## src/rtl/vga_pkg.sv

```systemverilog
// Shared definitions for the VGA text transmit controller: FSM states,
// display address selects and the character codes used by CR/LF handling.
package vga_pkg;

  typedef enum logic [1:0] {IDLE, STROBE, GAP, CLEAR} tx_state_e;

  localparam logic ADDR_TX     = 1'b0;
  localparam logic ADDR_SCROLL = 1'b1;

  localparam logic [7:0] CHR_CR  = 8'h8D;
  localparam logic [7:0] CHR_CR7 = 8'h0D;
  localparam logic [7:0] CHR_LF  = 8'h0A;

  function automatic int max3(input int a, input int b, input int c);
    int m;
    m = (a > b) ? a : b;
    return (m > c) ? m : c;
  endfunction

endpackage

```

## src/rtl/vga_tx_fifo.sv

```systemverilog
// Character FIFO for vga_tx_ctrl: power-of-2 depth, registered level,
// simultaneous push/pop allowed (also when full), flush on clear-screen entry.
module vga_tx_fifo #(
  parameter int  FIFO_DEPTH = 8,
  localparam int AW = $clog2(FIFO_DEPTH),
  localparam int LW = $clog2(FIFO_DEPTH) + 1
) (
  input  logic          clk25,
  input  logic          rst_n,
  input  logic          push,
  input  logic          pop,
  input  logic          flush,
  input  logic [7:0]    wr_data,
  output logic [7:0]    rd_data,
  output logic          full,
  output logic          empty,
  output logic [LW-1:0] level
);

  logic [7:0]    mem [FIFO_DEPTH];
  logic [AW-1:0] wr_ptr;
  logic [AW-1:0] rd_ptr;

  assign rd_data = mem[rd_ptr];
  assign full    = (level == LW'(FIFO_DEPTH));
  assign empty   = (level == '0);

  // A push landing in the flush cycle becomes the first entry of the emptied FIFO.
  always_ff @(posedge clk25) begin
    if (!rst_n) begin
      wr_ptr <= '0;
      rd_ptr <= '0;
      level  <= '0;
    end else if (flush) begin
      rd_ptr <= '0;
      wr_ptr <= push ? AW'(1) : '0;
      level  <= push ? LW'(1) : '0;
    end else begin
      if (push) wr_ptr <= wr_ptr + 1'b1;
      if (pop)  rd_ptr <= rd_ptr + 1'b1;
      if (push && !pop)      level <= level + 1'b1;
      else if (pop && !push) level <= level - 1'b1;
    end
  end

  always_ff @(posedge clk25) begin
    if (push) mem[flush ? '0 : wr_ptr] <= wr_data;
  end

endmodule

```

## src/rtl/vga_tx_ctrl.sv

```systemverilog
// Round-robin CPU/UART character arbiter, FIFO and strobe/re-arm sequencer for
// the VGA text display. Define VGA_TX_CRLF_EN to translate LF to CR with CRLF collapsing.
module vga_tx_ctrl
  import vga_pkg::*;
#(
  parameter int  FIFO_DEPTH    = 8,
  parameter int  STROBE_CYCLES = 2,
  parameter int  GAP_CYCLES    = 2,
  parameter int  CLR_HOLD      = 416800,
  localparam int LW            = $clog2(FIFO_DEPTH) + 1
) (
  input  logic          clk25,
  input  logic          rst_n,
  input  logic          cpu_valid,
  input  logic [7:0]    cpu_data,
  output logic          cpu_ready,
  input  logic          uart_valid,
  input  logic [7:0]    uart_data,
  output logic          uart_ready,
  input  logic          clr_req,
  output logic          dsp_busy,
  output logic [LW-1:0] fifo_level,
  output logic          vga_enable,
  output logic          vga_w_en,
  output logic          vga_address,
  output logic [7:0]    vga_din,
  output logic          vga_clr_screen
);

  localparam int CW = $clog2(max3(STROBE_CYCLES, GAP_CYCLES, CLR_HOLD) + 1);

  tx_state_e     state;
  logic [CW-1:0] cnt;
  logic          clr_pend;
  logic          rr_uart;
  logic          fifo_full;
  logic          fifo_empty;
  logic [7:0]    fifo_rd;
  logic          enter_clear;
  logic          pop;
  logic          push;
  logic          can_push;
  logic [7:0]    push_data;
  logic [7:0]    tx_char;
  logic          drop_lf;

  assign enter_clear = (state == IDLE) && clr_pend;
  assign pop         = (state == IDLE) && !clr_pend && !fifo_empty;
  assign can_push    = rst_n && (!fifo_full || pop);

  // rr_uart set means the UART wins the next simultaneous request.
  always_comb begin
    cpu_ready  = 1'b0;
    uart_ready = 1'b0;
    if (can_push) begin
      if (cpu_valid && uart_valid) begin
        cpu_ready  = !rr_uart;
        uart_ready = rr_uart;
      end else begin
        cpu_ready  = cpu_valid;
        uart_ready = uart_valid;
      end
    end
  end

  assign push      = cpu_ready | uart_ready;
  assign push_data = cpu_ready ? cpu_data : uart_data;
  assign dsp_busy  = (fifo_level != '0) | (state != IDLE) | clr_pend;

`ifdef VGA_TX_CRLF_EN
  logic last_cr;

  // A dropped LF consumes the preceding CR, so a following LF is translated again.
  assign drop_lf = (fifo_rd == CHR_LF) && last_cr;
  assign tx_char = (fifo_rd == CHR_LF) ? CHR_CR : fifo_rd;

  always_ff @(posedge clk25) begin
    if (!rst_n || enter_clear) last_cr <= 1'b0;
    else if (pop)              last_cr <= !drop_lf && (tx_char == CHR_CR || tx_char == CHR_CR7);
  end
`else
  assign drop_lf = 1'b0;
  assign tx_char = fifo_rd;
`endif

  always_ff @(posedge clk25) begin
    if (!rst_n) begin
      state          <= IDLE;
      cnt            <= '0;
      clr_pend       <= 1'b0;
      rr_uart        <= 1'b0;
      vga_enable     <= 1'b0;
      vga_w_en       <= 1'b0;
      vga_address    <= ADDR_SCROLL;
      vga_din        <= '0;
      vga_clr_screen <= 1'b0;
    end else begin
      clr_pend <= clr_req | (clr_pend & ~enter_clear);
      if (cpu_ready)       rr_uart <= 1'b1;
      else if (uart_ready) rr_uart <= 1'b0;
      case (state)
        IDLE: begin
          if (clr_pend) begin
            state          <= CLEAR;
            cnt            <= '0;
            vga_clr_screen <= 1'b1;
            vga_address    <= ADDR_SCROLL;
          end else if (pop && !drop_lf) begin
            state       <= STROBE;
            cnt         <= '0;
            vga_din     <= tx_char;
            vga_enable  <= 1'b1;
            vga_w_en    <= 1'b1;
            vga_address <= ADDR_TX;
          end
        end
        STROBE: begin
          if (cnt == CW'(STROBE_CYCLES - 1)) begin
            state      <= GAP;
            cnt        <= '0;
            vga_enable <= 1'b0;
            vga_w_en   <= 1'b0;
          end else begin
            cnt <= cnt + 1'b1;
          end
        end
        GAP: begin
          if (cnt == CW'(GAP_CYCLES - 1)) begin
            state       <= IDLE;
            cnt         <= '0;
            vga_address <= ADDR_SCROLL;
          end else begin
            cnt <= cnt + 1'b1;
          end
        end
        CLEAR: begin
          if (cnt == CW'(CLR_HOLD - 1)) begin
            state          <= IDLE;
            cnt            <= '0;
            vga_clr_screen <= 1'b0;
          end else begin
            cnt <= cnt + 1'b1;
          end
        end
        default: state <= IDLE;
      endcase
    end
  end

  vga_tx_fifo #(.FIFO_DEPTH(FIFO_DEPTH)) u_fifo (
    .clk25   (clk25),
    .rst_n   (rst_n),
    .push    (push),
    .pop     (pop),
    .flush   (enter_clear),
    .wr_data (push_data),
    .rd_data (fifo_rd),
    .full    (fifo_full),
    .empty   (fifo_empty),
    .level   (fifo_level)
  );

endmodule

```

## config.mk

```make
export PLATFORM = sky130hd
export DESIGN_NAME = vga_tx_ctrl
export DESIGN_NICKNAME = d
export VERILOG_FILES = /design/src/rtl/vga_pkg.sv /design/src/rtl/vga_tx_fifo.sv /design/src/rtl/vga_tx_ctrl.sv
export SDC_FILE = /design/constraint.sdc
export NUM_CORES = 1
export LEC_CHECK = 0
export CAP_MARGIN = 25
export CORE_MARGIN = 5
export CORE_UTILIZATION = 52
export CTS_CLUSTER_SIZE = 16
export DETAILED_ROUTE_END_ITERATION = 10
export GPL_ROUTABILITY_DRIVEN = 0
export GPL_TIMING_DRIVEN = 0
export PLACE_DENSITY = 0.77
export SLEW_MARGIN = 10
export SYNTH_ARGS = -nofsm -noshare
export SYNTH_HDL_FRONTEND = slang
export SYNTH_SLANG_ARGS = --single-unit
```

## constraint.sdc

```tcl
create_clock -name clk25 -period 3.2 [get_ports clk25]
set_input_delay 0.96 -clock clk25 [delete_from_list [all_inputs] [get_ports clk25]]
set_output_delay 0.96 -clock clk25 [all_outputs]
set_load 0.02 [all_outputs]
```

Word level (Yosys, flattened, before mapping). Memories as Yosys holds them, arrays and structs flattened. A register that Yosys moved wholly into a read port is not among the register bits. Index checks and enable logic that the tools add are counted.

Memories: 1. Output and inout bits: 19. Logic and storage cells: 108. Memory bits (writable): 64. Bits in registers: 36. Input port bits: 21.

Equality and inequality tests: 13. Bitwise gates (word level): 8. Mux-type cells: 39. Reduce and logical (&&, ||, !) cells: 32. $add $sub $neg: 5.

Memories: u_fifo.mem (depth 8, bits a word 8, rd ports 1, clocked after memory_dff 1, write ports 1, line vga_tx_fifo.sv:20) `logic [7:0] mem [FIFO_DEPTH];`.

Operator list (number): 19-bit 2-to-1 mux (4); 19-bit case mux with 3 select lines (1); 19-bit by 1-bit adder with 19-bit output, second input constant (1); 19-bit by 1-bit equality test with 1-bit output, second input constant (1); 19-bit equality test, second input constant (1); 1-bit 2-to-1 mux (18); 4-bit 2-to-1 mux (3); 2-bit inequality test, second input constant (6); 2-bit nonzero test (6); 2-bit 2-to-1 mux (5); 3-bit 2-to-1 mux (3); 3-bit AND reduction (3); 8-bit 2-to-1 mux (1); 2-bit case mux with 4 select lines (1); 4-bit AND reduction (2); 1-bit logical AND (7); 1-bit logical NOT (7); 3-bit by 1-bit adder with 3-bit output, second input constant (2); 1-bit case mux with 2 select lines (3); 4-bit by 1-bit adder with 4-bit output, second input constant (1); 2-bit equality test, second input constant (2); 4-bit equality test, second input constant (1); 4-bit logical NOT (1); 1-bit OR (4); 10 further kinds (13).

Depth between registers and ports, before layout.
Word-level depth: 12. Gate-level depth with buffers: 13. Depth with buffers taken out: 12.

Cells and area by module. From an unflattened synthesis, not the netlist that was laid out.

Cell total of the unflattened synthesis: 417. Area, all modules: 5113.7 um^2.

By module, submodules not included: vga_tx_fifo (area each 3140.5 um^2, times used 1, cells an instance 169); vga_tx_ctrl (area each 1973.1 um^2, times used 1, cells an instance 248).

Worst setup path before layout. Ideal clock, no wire load.

Kind: input -> output. Start: input rst_n. End: output cpu_ready. Stages on the path: 6. Setup slack: 4 ps. Arrival: 2236 ps. Required time: 2240 ps. Path through: clkbuf_1 -> inv_1 -> clkbuf_1 -> a31oi_1 -> nand3_1 -> clkinv_1.

Word-level cells in the longest chain between the ends: 2.

RTL lines: start: declaration (line vga_tx_ctrl.sv:13) `input logic rst_n,`; 1-bit logical AND (line vga_tx_ctrl.sv:49) `assign can_push = rst_n && (!fifo_full || pop);`; 1-bit 2-to-1 mux (line vga_tx_ctrl.sv:55) `if (can_push) begin`; end: declaration (line vga_tx_ctrl.sv:16) `output logic cpu_ready,`.

Every way passes these cells.

Worst setup path after layout. Ends and elaborated chain as after synthesis.

==> report_table.html <==
<table>
<tr><th>Metric</th><th>Value</th></tr>
<tr><th colspan="2">Route</th></tr>
<tr><td>Highest signal layer in the routed design</td><td>met4</td></tr>
<tr><td>Met1 wire length</td><td>around 4.4 mm</td></tr>
<tr><td>Total routed wirelength</td><td>9.835 mm</td></tr>
<tr><td>Antenna violation net count after detailed routing</td><td>0</td></tr>
<tr><td>Via count</td><td>~3300</td></tr>
<tr><td>Post-detailed-route wirelength per cell</td><td>16.90 um</td></tr>
<tr><td>Total iterations of the first detailed-routing run</td><td>4</td></tr>
<tr><td>DR WL met2</td><td>between 4 and 5 mm</td></tr>
<tr><td>Initial detailed-routing violation count</td><td>~250</td></tr>
<tr><td>Count of unresolved DRC violations after routing</td><td>0</td></tr>
<tr><td>Routed wl met3</td><td>between 500 and 600 um</td></tr>
<tr><td>Drt via density</td><td>roughly 5.7</td></tr>
<tr><th colspan="2">Timing</th></tr>
<tr><td>Total negative slack</td><td>0 ns</td></tr>
<tr><td>Worst Hold Margin</td><td>between 0.4 and 0.5 ns</td></tr>
<tr><td>Post-route clock period utilization</td><td>between 90% and 100%</td></tr>
<tr><td>Pin slew with the least headroom to its limit</td><td>0.8247 ns</td></tr>
<tr><td>Final Setup Violations</td><td>0</td></tr>
<tr><td>Setup skew after layout</td><td>around 0.015 ns</td></tr>
<tr><td>Final Hold Vio Count</td><td>0</td></tr>
<tr><td>Final Critical Period</td><td>approximately 3.1 ns</td></tr>
<tr><td>Highest achievable clock rate</td><td>~0.32 GHz</td></tr>
<tr><td>Worst-case setup margin in the final layout</td><td>between 0.09 and 0.1 ns</td></tr>
<tr><td>Worst slew margin relative to its limit</td><td>between 40 and 50%</td></tr>
<tr><td>Max-slew violation total from the final report</td><td>0</td></tr>
<tr><th colspan="2">Critical path</th></tr>
<tr><td>Arr. time, crit path</td><td>between 2 and 2.5 ns</td></tr>
<tr><td>Maximum fanout along the worst path</td><td>10</td></tr>
<tr><td>Startpoint Class</td><td>input pin</td></tr>
<tr><td>Endpoint class of the critical path</td><td>output pin</td></tr>
<tr><td>Data required time of the worst path</td><td>~2.2 ns</td></tr>
<tr><td>Cells on worst reg2reg path</td><td>13</td></tr>
<tr><td>Class of the most critical setup path</td><td>in -&gt; out</td></tr>
<tr><th colspan="2">Final layout</th></tr>
<tr><td>Layout Cell Area excl Fill</td><td>5749 um^2</td></tr>
<tr><td>Most common cell after layout, fill and taps aside</td><td>sky130_fd_sc_hd__edfxtp_1</td></tr>
<tr><td>Highest-count cells in the layout ignoring fill and taps</td><td>sky130_fd_sc_hd__edfxtp_1, sky130_fd_sc_hd__nand2_1, sky130_fd_sc_hd__nor2_1, sky130_fd_sc_hd__dfxtp_1, sky130_fd_sc_hd__clkdlybuf4s50_1</td></tr>
<tr><td>Area delta synth-&gt;final</td><td>18.15%</td></tr>
<tr><td>Share of layout cells above drive strength 1</td><td>between 10% and 20%</td></tr>
<tr><td>Antenna fix cells</td><td>0</td></tr>
<tr><td>Number of nets in the final layout</td><td>499</td></tr>
<tr><th colspan="2">GRT</th></tr>
<tr><td>GR Util All Layers</td><td>approximately 18%</td></tr>
<tr><td>Wire length of the first global-routing pass</td><td>16.13 mm</td></tr>
<tr><td>Pin count of the biggest net entering global routing</td><td>23</td></tr>
<tr><td>Antenna violations before repair</td><td>0</td></tr>
<tr><td>Via count of the first global-routing pass</td><td>roughly 3200</td></tr>
<tr><td>GRT Residual Overflow</td><td>0</td></tr>
<tr><th colspan="2">Power and ir drop</th></tr>
<tr><td>Design internal power</td><td>2481 uW</td></tr>
<tr><td>Clock share of power</td><td>between 20 and 25%</td></tr>
<tr><td>Relative contribution of combinational cells to total power</td><td>33.9%</td></tr>
<tr><td>Areal power density over the cells</td><td>around 660 nW/um^2</td></tr>
<tr><td>Share of total power consumed by net switching</td><td>34.74%</td></tr>
<tr><td>IR Drop Worst-Case VDD</td><td>roughly 310 uV</td></tr>
<tr><td>Design Power</td><td>about 3800 uW</td></tr>
<tr><td>Psw</td><td>~1300 uW</td></tr>
<tr><td>Share of power burned in registers</td><td>between 40% and 50%</td></tr>
<tr><td>Static leakage</td><td>0.002039 uW</td></tr>
<tr><th colspan="2">Floorplan</th></tr>
<tr><td>Floorplan Core Area</td><td>a little over 9000 um^2</td></tr>
<tr><td>Height of the die</td><td>between 100 and 150 um</td></tr>
<tr><td>Std-Cell Rows</td><td>35</td></tr>
<tr><td>Boundary pin count</td><td>40</td></tr>
<tr><td>Die Outline Area</td><td>approximately 11000 um^2</td></tr>
<tr><td>Horiz. Die Dim</td><td>106.7 um</td></tr>
<tr><td>Initial Utilization</td><td>~53%</td></tr>
<tr><th colspan="2">Clocking</th></tr>
<tr><td>Clock slew seen by the registers of the worst setup and hold paths</td><td>0.11 ns</td></tr>
<tr><td>Maximum clock insertion buffer count</td><td>2</td></tr>
<tr><td>TritonCTS clock tree</td><td>yes</td></tr>
<tr><td>Sink count of the clock tree</td><td>108</td></tr>
<tr><td>Root buffer cell</td><td>sky130_fd_sc_hd__clkbuf_8</td></tr>
<tr><td>Level count of the clock H-tree</td><td>3</td></tr>
<tr><td>Skew-Pair Late Insertion Delay</td><td>between 0.3 and 0.4 ns</td></tr>
<tr><td>Cts bufs inserted</td><td>9</td></tr>
<tr><th colspan="2">Logic synthesis</th></tr>
<tr><td>Number of warnings issued by yosys</td><td>0</td></tr>
<tr><td>Cell accounting for the most synthesized area</td><td>sky130_fd_sc_hd__edfxtp_1</td></tr>
<tr><td>Biggest area contributors in the synthesized netlist</td><td>sky130_fd_sc_hd__edfxtp_1, sky130_fd_sc_hd__dfxtp_1, sky130_fd_sc_hd__mux4_2</td></tr>
<tr><td>Synthesized area</td><td>slightly below 5000 um^2</td></tr>
<tr><td>Count of unique library cells instantiated by Yosys</td><td>between 40 and 50</td></tr>
<tr><td>Number of standard cells after synthesis</td><td>405</td></tr>
<tr><td>Synthesized net count</td><td>between 400 and 500</td></tr>
<tr><td>Avg Inst Size Synth</td><td>12.01 um^2</td></tr>
<tr><td>Total of flip-flops plus latches after synthesis</td><td>about 110</td></tr>
<tr><td>Sequential fraction of the synthesis area</td><td>between 50 and 60%</td></tr>
<tr><td>Area fraction of the dominant cell type after synthesis</td><td>between 30 and 40%</td></tr>
<tr><th colspan="2">Placement</th></tr>
<tr><td>Half-perimeter wire length after placement</td><td>a little under 7 mm</td></tr>
<tr><td>Dpl ws</td><td>-1.230 ns</td></tr>
<tr><td>Area post-placement</td><td>between 5000 and 6000 um^2</td></tr>
<tr><td>Total of buffers placed on input and output ports</td><td>38</td></tr>
<tr><th colspan="2">Flow run</th></tr>
<tr><td>Reported max-cap violation count</td><td>0</td></tr>
<tr><th colspan="2">Hold path</th></tr>
<tr><td>Worst hold path depth</td><td>2</td></tr>
<tr><td>Worst min path class</td><td>reg -&gt; reg</td></tr>
<tr><th colspan="2">Run status</th></tr>
<tr><td>Run status</td><td>finished, final reports clean</td></tr>
</table>
==> critical path, stage by stage <==
cell	delay [ns]
sky130_fd_sc_hd__buf_4	0.16
sky130_fd_sc_hd__clkinvlp_4	0.12
sky130_fd_sc_hd__clkbuf_8	0.18
sky130_fd_sc_hd__a31oi_4	0.22
sky130_fd_sc_hd__nand3_4	0.15
sky130_fd_sc_hd__clkinv_4	0.09
sky130_fd_sc_hd__clkdlybuf4s15_2	0.25
==> power by group through the flow <==
stage                     registers (uW)  logic, uW  clock network (uW)
after global placement              1710       1210                   0
final                               1680       1290                 831
after floorplan                     1770        809                   0
after detailed placement            1720       1250                   0
after CTS                           1690       1270                 847
after global routing                1700       1430                 910
==> routing by layer <==
| layer | vias to the layer above | GRT usage (%) |
|---|---|---|
| li1 | 1625 | - |
| met1 | 1599 | 24.41 |
| met2 | 82 | 29.32 |
| met3 | 6 | 3.432 |
| met4 | 0 | 5.479 |
| met5 | - | 0 |
==> flip-flops by register name, indices dropped and copies added (netlist names) <==
name            flops
vga_address         1
vga_din             8
state               2
u_fifo.wr_ptr       3
u_fifo.level        4
cnt                19
rr_uart             1
u_fifo.mem         64
u_fifo.rd_ptr       3
vga_clr_screen      1
vga_w_en            1
clr_pend            1
==> stage by stage <==
step           instances  util (%)
2_1_floorplan        405         -
3_3_place_gp         554     58.56
3_5_place_dp         555     58.61
4_1_cts              571     61.54
5_1_grt              582     62.52
6_report             582     62.52
==> layout make-up <==
cell class | count | area, um^2
buffer | 16 | 113.9
clock buffer | 9 | 123.9
clock inverter | 7 | 81.33
fill | 708 | 3447
inverter | 15 | 65.06
multi-input combinational | 267 | 1963
sequential | 108 | 2803
tap | 111 | 138.9
timing repair buffer | 49 | 460.4
==> Yosys cell counts (all sizes together) <==
| cell type | count |
|---|---|
| edfxtp | 64 |
| nand2 | 50 |
| nor2 | 45 |
| dfxtp | 44 |
| a21oi | 20 |
| mux4 | 16 |
| a211oi | 14 |
| inv | 14 |
| nand3 | 13 |
| mux2i | 12 |
| ha | 11 |
| a31oi | 10 |
| buf | 10 |
| o21ai | 7 |
| and3 | 6 |
| clkbuf | 6 |
| nand2b | 6 |
| nor4 | 6 |
| a21o | 5 |
| nor3 | 5 |
| a22o | 4 |
| o211ai | 4 |
| xnor2 | 4 |
| xor2 | 4 |
| nand4 | 3 |
| or2b | 3 |
| and2b | 2 |
| nand3b | 2 |
| o2bb2ai | 2 |
| o31ai | 2 |
| o41ai | 2 |
| a21boi | 1 |
| a311oi | 1 |
| a41oi | 1 |
| clkinv | 1 |
| fa | 1 |
| nor2b | 1 |
| or2 | 1 |
| or3 | 1 |
| or4 | 1 |
==> kinds of logic (layout without fill, tap and decap cells) <==
logic type               after synthesis  count (layout)  synth area share [%]
AO/OA/AOI/OAI                         73              73                 10.77
multiplexers                          28              28                 9.874
AND/OR/NAND/NOR                      145             146                 13.91
flip-flops                           108             108                 57.60
XOR/XNOR                               8               8                 1.440
adder cells (fa/ha/maj)               12              12                 3.240
buffers and inverters                 31              96                 3.163
==> worst paths after layout <==
path / from / slack [ns] / end
min reg2reg: rr_uart / 0.48 / rr_uart
max: rst_n / 0.09 / cpu_ready
max reg2reg: state[0] / 0.25 / u_fifo.level[3]
min: rr_uart / 0.48 / rr_uart
==> timing repair <==
item	4_1_cts	5_1_grt
pin swaps	1	3
hold buffers	0	0
cloned	0	1
endpoints found under the setup margin	4	9
setup buffers	0	10
resized for setup	22	6
(Power assumes the default switching activity.)
